--- config.mk ---
export PLATFORM = sky130hd
export DESIGN_NAME = core_clock_req
export DESIGN_NICKNAME = d
export VERILOG_FILES = /design/src/rtl/core_clock_pkg.sv /design/src/rtl/core_clock_hold.sv /design/src/rtl/core_clock_req.sv
export SDC_FILE = /design/constraint.sdc
export NUM_CORES = 1
export LEC_CHECK = 0
export CORE_MARGIN = 2
export CORE_UTILIZATION = 55
export CTS_BUF_LIST = sky130_fd_sc_hd__clkbuf_16
export CTS_CLUSTER_SIZE = 16
export DETAILED_ROUTE_END_ITERATION = 10
export PLACE_DENSITY = 0.81
export SKIP_CTS_REPAIR_TIMING = 1
export SYNTH_ARGS = -nofsm -noshare
export SYNTH_HDL_FRONTEND = slang
export SYNTH_SLANG_ARGS = --single-unit
--- constraint.sdc ---
create_clock -name f_clk -period 2.5 [get_ports f_clk]
set_input_delay 0.625 -clock f_clk [delete_from_list [all_inputs] [get_ports f_clk]]
set_output_delay 0.625 -clock f_clk [all_outputs]
set_load 0.02 [all_outputs]
--- src/rtl/core_clock_pkg.sv ---
// Shared types for the core clock request logic: FSM state encoding and
// sub-domain indices used to order the per-domain hold counters.
package core_clock_pkg;

  typedef enum logic [1:0] {
    RUN   = 2'd0,
    DRAIN = 2'd1,
    SLEEP = 2'd2,
    WAKE  = 2'd3
  } core_clk_state_t;

  localparam int CLK_DOM_RF  = 0;
  localparam int CLK_DOM_PMP = 1;
  localparam int CLK_DOM_MUL = 2;
  localparam int CLK_DOM_NUM = 3;

  // One counter width serves both the idle hold-off and the wake count.
  function automatic int clk_cnt_w(input int idle, input int wake);
    int mx;
    mx = (idle > wake) ? idle : wake;
    return ($clog2(mx + 1) < 1) ? 1 : $clog2(mx + 1);
  endfunction

endpackage

--- src/rtl/core_clock_hold.sv ---
// Per-domain hold-off: keeps a sub-domain clock request up for IDLE_CYCLES
// after the last activity; freeze (SLEEP) forces the request low.
module core_clock_hold #(
  parameter int IDLE_CYCLES = 4,
  parameter int CNT_W       = 3
) (
  input  logic f_clk,
  input  logic g_resetn,
  input  logic act,
  input  logic freeze,
  output logic req
);

  localparam logic [CNT_W-1:0] LP_IDLE = CNT_W'(IDLE_CYCLES);

  logic [CNT_W-1:0] r_cnt;

  always_ff @(posedge f_clk or negedge g_resetn) begin
    if (!g_resetn) begin
      r_cnt <= LP_IDLE;
    end else if (!freeze) begin
      if (act)               r_cnt <= LP_IDLE;
      else if (r_cnt != '0)  r_cnt <= r_cnt - 1'b1;
    end
  end

  // Combinational on act so activity in a cycle clocks the edge that ends it.
  assign req = !freeze && (act || (r_cnt != '0));

endmodule

--- src/rtl/core_clock_req.sv ---
// Core clock request generator: per-domain hold-off requests plus the
// RUN/DRAIN/SLEEP/WAKE sequencer that stops the core clock around WFI.
module core_clock_req
  import core_clock_pkg::*;
#(
  parameter logic CLK_GATE_EN = 1'b1,
  parameter int   IDLE_CYCLES = 4,
  parameter int   WAKE_CYCLES = 2
) (
  input  logic f_clk,
  input  logic g_resetn,
  input  logic sleep_req,
  output logic sleep_ack,
  input  logic wake_req,
  output logic wake_ack,
  input  logic rf_act,
  input  logic pmp_act,
  input  logic mul_act,
  output logic g_clk_req,
  output logic g_clk_rf_req,
  output logic g_clk_pmp_req,
  output logic g_clk_mul_req
);

  localparam int CNT_W = clk_cnt_w(IDLE_CYCLES, WAKE_CYCLES);
  localparam logic [CNT_W-1:0] LP_WAKE_LAST = CNT_W'(WAKE_CYCLES - 1);

  core_clk_state_t r_state, w_state_nx;
  logic [CNT_W-1:0] r_wake_cnt;
  logic             r_wake_ack;
  logic [CLK_DOM_NUM-1:0] w_act, w_sub_req;
  logic w_freeze, w_wake_done, w_core_req, w_sleep_ack;

  assign w_act[CLK_DOM_RF]  = rf_act;
  assign w_act[CLK_DOM_PMP] = pmp_act;
  assign w_act[CLK_DOM_MUL] = mul_act;

  assign w_freeze = (r_state == SLEEP);

  for (genvar d = 0; d < CLK_DOM_NUM; d++) begin : g_hold
    core_clock_hold #(
      .IDLE_CYCLES(IDLE_CYCLES),
      .CNT_W      (CNT_W)
    ) u_hold (
      .f_clk   (f_clk),
      .g_resetn(g_resetn),
      .act     (w_act[d]),
      .freeze  (w_freeze),
      .req     (w_sub_req[d])
    );
  end

  assign w_wake_done = (r_wake_cnt == LP_WAKE_LAST);

  always_ff @(posedge f_clk or negedge g_resetn) begin
    if (!g_resetn) r_state <= RUN;
    else           r_state <= w_state_nx;
  end

  // Outside SLEEP the ungated sub req is act | cnt!=0, so all-zero means drained.
  always_comb begin
    w_state_nx  = r_state;
    w_core_req  = 1'b1;
    w_sleep_ack = 1'b0;
    case (r_state)
      RUN:   if (sleep_req && !wake_req && !r_wake_ack) w_state_nx = DRAIN;
      DRAIN: begin
        if (wake_req)               w_state_nx = RUN;
        else if (w_sub_req == '0)   w_state_nx = SLEEP;
      end
      SLEEP: begin
        w_core_req  = 1'b0;
        w_sleep_ack = 1'b1;
        if (wake_req) w_state_nx = WAKE;
      end
      WAKE:  if (w_wake_done) w_state_nx = RUN;
      default: w_state_nx = RUN;
    endcase
  end

  always_ff @(posedge f_clk or negedge g_resetn) begin
    if (!g_resetn) begin
      r_wake_cnt <= '0;
      r_wake_ack <= 1'b0;
    end else begin
      r_wake_ack <= (r_state == WAKE) && w_wake_done;
      if ((r_state == WAKE) && !w_wake_done) r_wake_cnt <= r_wake_cnt + 1'b1;
      else                                   r_wake_cnt <= '0;
    end
  end

  assign sleep_ack     = w_sleep_ack;
  assign wake_ack      = r_wake_ack;
  assign g_clk_req     = !CLK_GATE_EN || w_core_req;
  assign g_clk_rf_req  = !CLK_GATE_EN || w_sub_req[CLK_DOM_RF];
  assign g_clk_pmp_req = !CLK_GATE_EN || w_sub_req[CLK_DOM_PMP];
  assign g_clk_mul_req = !CLK_GATE_EN || w_sub_req[CLK_DOM_MUL];

endmodule

Word level (Yosys, flattened, before mapping)
Cells that the tools add are included.

word-level totals
  bits of input ports = 7
  word-level logic and storage cells = 60
  bits in registers = 15
  output and inout port bits = 6

cells by class
  equal/unequal tests = 8
  reductions and logical operators = 26
  bitwise logic cells = 1
  muxes and demuxes = 15
  add/sub/neg operators = 4

operators with widths
  operator                                                               number
  3-bit two-way mux                                                      7
  2-bit two-way mux                                                      5
  3-bit nonzero test                                                     3
  3-bit by 1-bit subtractor with 3-bit output, second input constant     3
  2-bit one-hot mux with 4 select lines                                  1
  1-bit logical AND                                                      7
  2-bit != test, second input constant                                   3
  2-bit AND reduction                                                    3
  2-bit nonzero test                                                     3
  2-bit equality test, second input constant                             2
  1-bit zero test                                                        4
  4-bit AND reduction                                                    1
  3-bit by 1-bit adder with 3-bit output, second input constant          1
  3-bit by 1-bit equality test with 1-bit output, second input constant  1
  3-bit zero test                                                        1
  1-bit logical OR                                                       3
  3-bit != test, second input constant                                   1
  2-bit by 1-bit equality test with 1-bit output, second input constant  1
  2-bit zero test                                                        1
  1-bit two-way mux                                                      2
  1-bit NOT                                                              1

Depth between registers and ports, before layout
Gate-level depths: netlist (run 1).

  depth after elaboration = 7
  depth in mapped cells = 5

Modules after synthesis
A second synthesis (run 1) with hierarchy kept.

second synthesis, totals
  cell total of the unflattened synthesis = 86
  area, all modules = 842.1 um^2

by module, submodules not included
  module                                   cells each  seq. area each (um^2)  instances  area each (um^2)
  core_clock_hold at g_hold[1].u_hold ...  19          76.3                   2          176.4
  core_clock_req                           29          150.1                  1          304.0
  core_clock_hold at g_hold[0].u_hold      19          76.3                   1          185.2

Worst setup path after synthesis (run 1)
No wires, ideal clock.

  path type = register -> output
  start point = reg r_state[0]
  end point = out g_clk_mul_req
  setup slack = 742 ps
  data required time = 1,875 ps
  stages on the path, launching flop included = 5
  arrival = 1,133 ps
  path through = dfrtp_1 nand2b_4 inv_4 buf_6 nor2_1

between the ends
  cells in the longest elaborated chain, start to end = 3

RTL lines
  what                      line                   RTL
  start: declaration        core_clock_req.sv:28   core_clk_state_t r_state, w_state_nx;
  start signal: assignment  core_clock_req.sv:57   else r_state <= w_state_nx;
  2-bit equality test       core_clock_req.sv:38   assign w_freeze = (r_state == SLEEP);
  1-bit zero test           n/a
  1-bit logical AND         core_clock_hold.sv:28  assign req = !freeze && (act || (r_cnt != '0));
  end: declaration          core_clock_req.sv:22   output logic g_clk_mul_req

No other way between the ends.

Worst setup path after layout (run 1)
  start point = reg r_state[0]
  end point = out sleep_ack

between the ends
  cells in the longest elaborated chain, start to end = 2

RTL lines
  what                 line                  RTL
  2-bit equality test  core_clock_req.sv:65  case (r_state)
  1-bit two-way mux    core_clock_req.sv:65
  end: declaration     core_clock_req.sv:13  output logic sleep_ack,

No other way between the ends.

==> impl_results.md, run 1 <==
- Reg2reg setup slack: just over 1 ns
- CTS clock-pin slew for the worst setup and hold paths: about 0.050 ns
- Largest net degree at the start of global routing: 16
- Final Worst Setup Slack: about 0.20 ns
- RSZ-0062 raised after global routing: false
- Post-synthesis cell area: roughly 830 um2
- Slowest cell delay on critical path: approximately 0.62 ns
- Asr flop ratio synth: 100%
- Synthesized area per cell: 10.3 um2
- Setup violators final: 0
- Synth Warn #: 0
- Sw Share: 28.9%
- Post-Place Cells: 113
- Endpoints failing hold: 0
- WHS Endpoint: g_hold[0].u_hold.r_cnt[0]$_DFFE_PN0P_
- Die area: 1840 um2
- Cell Pwr Density: approximately 830 nW/um2
- Number of flops mapped to enable cells by yosys: 0
- Worst Path Max Fanout: 15
- CTS max path bufs: 2
- Initial Util: between 50% and 60%
- Flops & latches, synth: 15
- Reg power frac: 37.6%
- Setup TNS Final: 0 ns
- WHS: 0.463 ns
- Routed WL: 1.49 mm
- Via count: roughly 650
- Port Buffers: 12
- Setup Skew: between 0.004 and 0.005 ns
- DP HPWL: 1.07 mm
- Via/cell ratio: between 5 and 6
- Pint: 0.646 mW
- Relative slew slack: a little under three fifths
- Crit path DAT: 1.67 ns
- Wire length of the first global-routing pass: 2.62 mm
- DRC errors left: 0
- Hold depth: 1
- Gr usage total: 20.0%
- Vias in the first global route: 619
- Final nets: approximately 120
- Critical Path RT: about 1.9 ns
- Critical Path End Type: output pin
- Syn Inst Count: slightly above 80
- Core area: 1450 um2
- Seq/Total Area, Yosys: 45.5%
- Clock network latency to the later pin of the worst-skew pair: approximately 0.25 ns
- Clock sinks: 15
- Least-Margin Pin Slew: ~0.64 ns
- Critical path cell sequence: nand2b_4, inv_4, clkdlybuf4s50_1
- Final GP Congestion: 0.758
- Post-route ant nets: 0
- Startpoint Class: flip-flop
- Fmax: 435 MHz
- Reg2Reg Depth: 6
- Root Driver: clkbuf_16
- Period utilization: between 90% and 100%
- Max-Cap Viols: 0
- # IOs: 13
- Wirelength per Cell: 12.7 um
- Final core occ: roughly three quarters
- Combinational group share of total power: 27.5%
- Area Overhead vs Synth: 31.1%
- CTS tree: built
- LEAKAGE: 0.495 nW
- Inserted Clock Buffers: 3
- Antenna violations before repair: 0
- Critical path class: flip-flop to output pin
- Syn_nets: 96
- Total congestion overflow: 0
- Share of cells above drive strength 1: approximately a fifth
- Hold Path Class: flip-flop to flip-flop
- Outcome: finished, final reports clean
- Die Y: 42.9 um
- Critical path's slowest cell: clkdlybuf4s50_1
- Die X: 42.9 um
- Switching power: roughly 0.26 mW
- Fin cells: 117
- # fillers: 98
- Distinct cells, synth: 29
- Pre-antenna DRT Iters: 4
- Place WS: -0.0866 ns
- H-tree depth: 1
- Clock power share: approximately a third
- Final Critical Period: 2.30 ns
- Maximum VDD drop: just under 0.0006 V
- Hold Crit Start: g_hold[0].u_hold.r_cnt[0]$_DFFE_PN0P_
- Commonest non-fill, non-tap cells in the layout: nor2_1, dfrtp_1, clkdlybuf4s50_1
- Initial DRC count: 8
- Inserted Diodes: 0
- Cell Rows: 14
- Worst r2r src: g_hold[0].u_hold.r_cnt[0]$_DFFE_PN0P_
- Final Max Tran Viols: 0
- Synth Flop Type: dfrtp_1
==> worst max-delay path: cells and delay by family (launching register included) <==
family	cells	cell delay, ns
AND/OR/NAND/NOR	1	0.20
flip-flops	1	0.44
buffers and inverters	2	0.77
==> layout make-up <==
cell class | count | area, um2 | area share [%]
clock buffer | 3 | 75.1 | 6.87
clock inverter | 1 | 5.00 | 0.458
inverter | 9 | 36.3 | 3.32
multi-input combinational | 56 | 412 | 37.7
sequential | 15 | 379 | 34.7
tap | 16 | 20.0 | 1.83
timing repair buffer | 17 | 165 | 15.1
==> power by group through the flow <==
stage | clock [mW] | combinational (mW) | sequential (mW)
after CTS | 0.323 | 0.252 | 0.340
after detailed placement | 0 | 0.251 | 0.344
after global routing | 0.334 | 0.283 | 0.348
after floorplan | 0 | 0.178 | 0.335
final | 0.316 | 0.250 | 0.341
after global placement | 0 | 0.240 | 0.341
==> cells in the mapped netlist, drive strengths merged (2+ instances only) <==
library cell	count	area, um2
nand2b	2	20.0
o21bai	2	15.0
o2bb2ai	3	26.3
a21oi	3	15.0
ha	8	100
nor3b	3	32.5
nand2	4	15.0
dfrtp	12	300
nor4	2	12.5
inv	9	36.3
dfstp	3	78.8
nor2	12	45.0
o41ai	2	25.0
o21ai	6	30.0
==> per-layer routing <==
metal	track usage (%)	wire (um)	vias to the layer above
met5	0	0	-
met4	16.3	34	0
met3	5.96	68	4
met2	28.5	664	12
met1	24.8	720	303
li1	-	-	326
==> cell families (layout without fill, tap and decap cells) <==
| logic type | count (synthesis) | after routing | share of synthesized area, % |
|---|---|---|---|
| AND/OR/NAND/NOR | 27 | 27 | 18.5 |
| AO/OA/AOI/OAI | 20 | 20 | 17.1 |
| multiplexers | 1 | 1 | 1.20 |
| adder cells (fa/ha/maj) | 8 | 8 | 12.0 |
| flip-flops | 15 | 15 | 45.5 |
| buffers and inverters | 10 | 30 | 5.71 |
==> through the flow <==
stage | instance area, um2 | power, mW
final | 1090 | 0.908
after global routing | 1090 | 0.966
after CTS | 1080 | 0.914
after detailed placement | 1000 | 0.595
after global placement | 1000 | 0.581
after floorplan | 833 | 0.512
==> sequential cells by signal, summed over array words and instances, names as in the netlist, named ones only <==
| name | count |
|---|---|
| g_hold.u_hold.r_cnt | 9 |
| r_state | 1 |
| r_wake_cnt | 3 |
| wake_ack | 1 |
==> worst max path at each step <==
stage | slack, ns | cells after the start | endpoint | start
5_1_grt | 0.15 | 3 | sleep_ack | r_state[0]$_DFFE_PN0P_
3_5_place_dp | -0.09 | 4 | g_clk_rf_req | rf_act
3_3_place_gp | -0.07 | 4 | g_clk_rf_req | rf_act
6_report | 0.20 | 3 | sleep_ack | r_state[0]$_DFFE_PN0P_
4_1_cts | -0.1 | 4 | g_clk_rf_req | rf_act
2_1_floorplan | 0.74 | 4 | g_clk_mul_req | r_state[0]$_DFFE_PN0P_
(Power assumes the default switching activity.)
==> run 2, diff against run 1 <==
- SLEW_MARGIN: default -> 0
==> results of run 2 <==
Final layout, timing and power as in run 1 (identical DEF).
==> run 3, diff against run 2 <==
- CTS_CLUSTER_SIZE: 16 -> 28
==> results of run 3 <==
Final layout, timing and power as in run 1 (identical DEF).
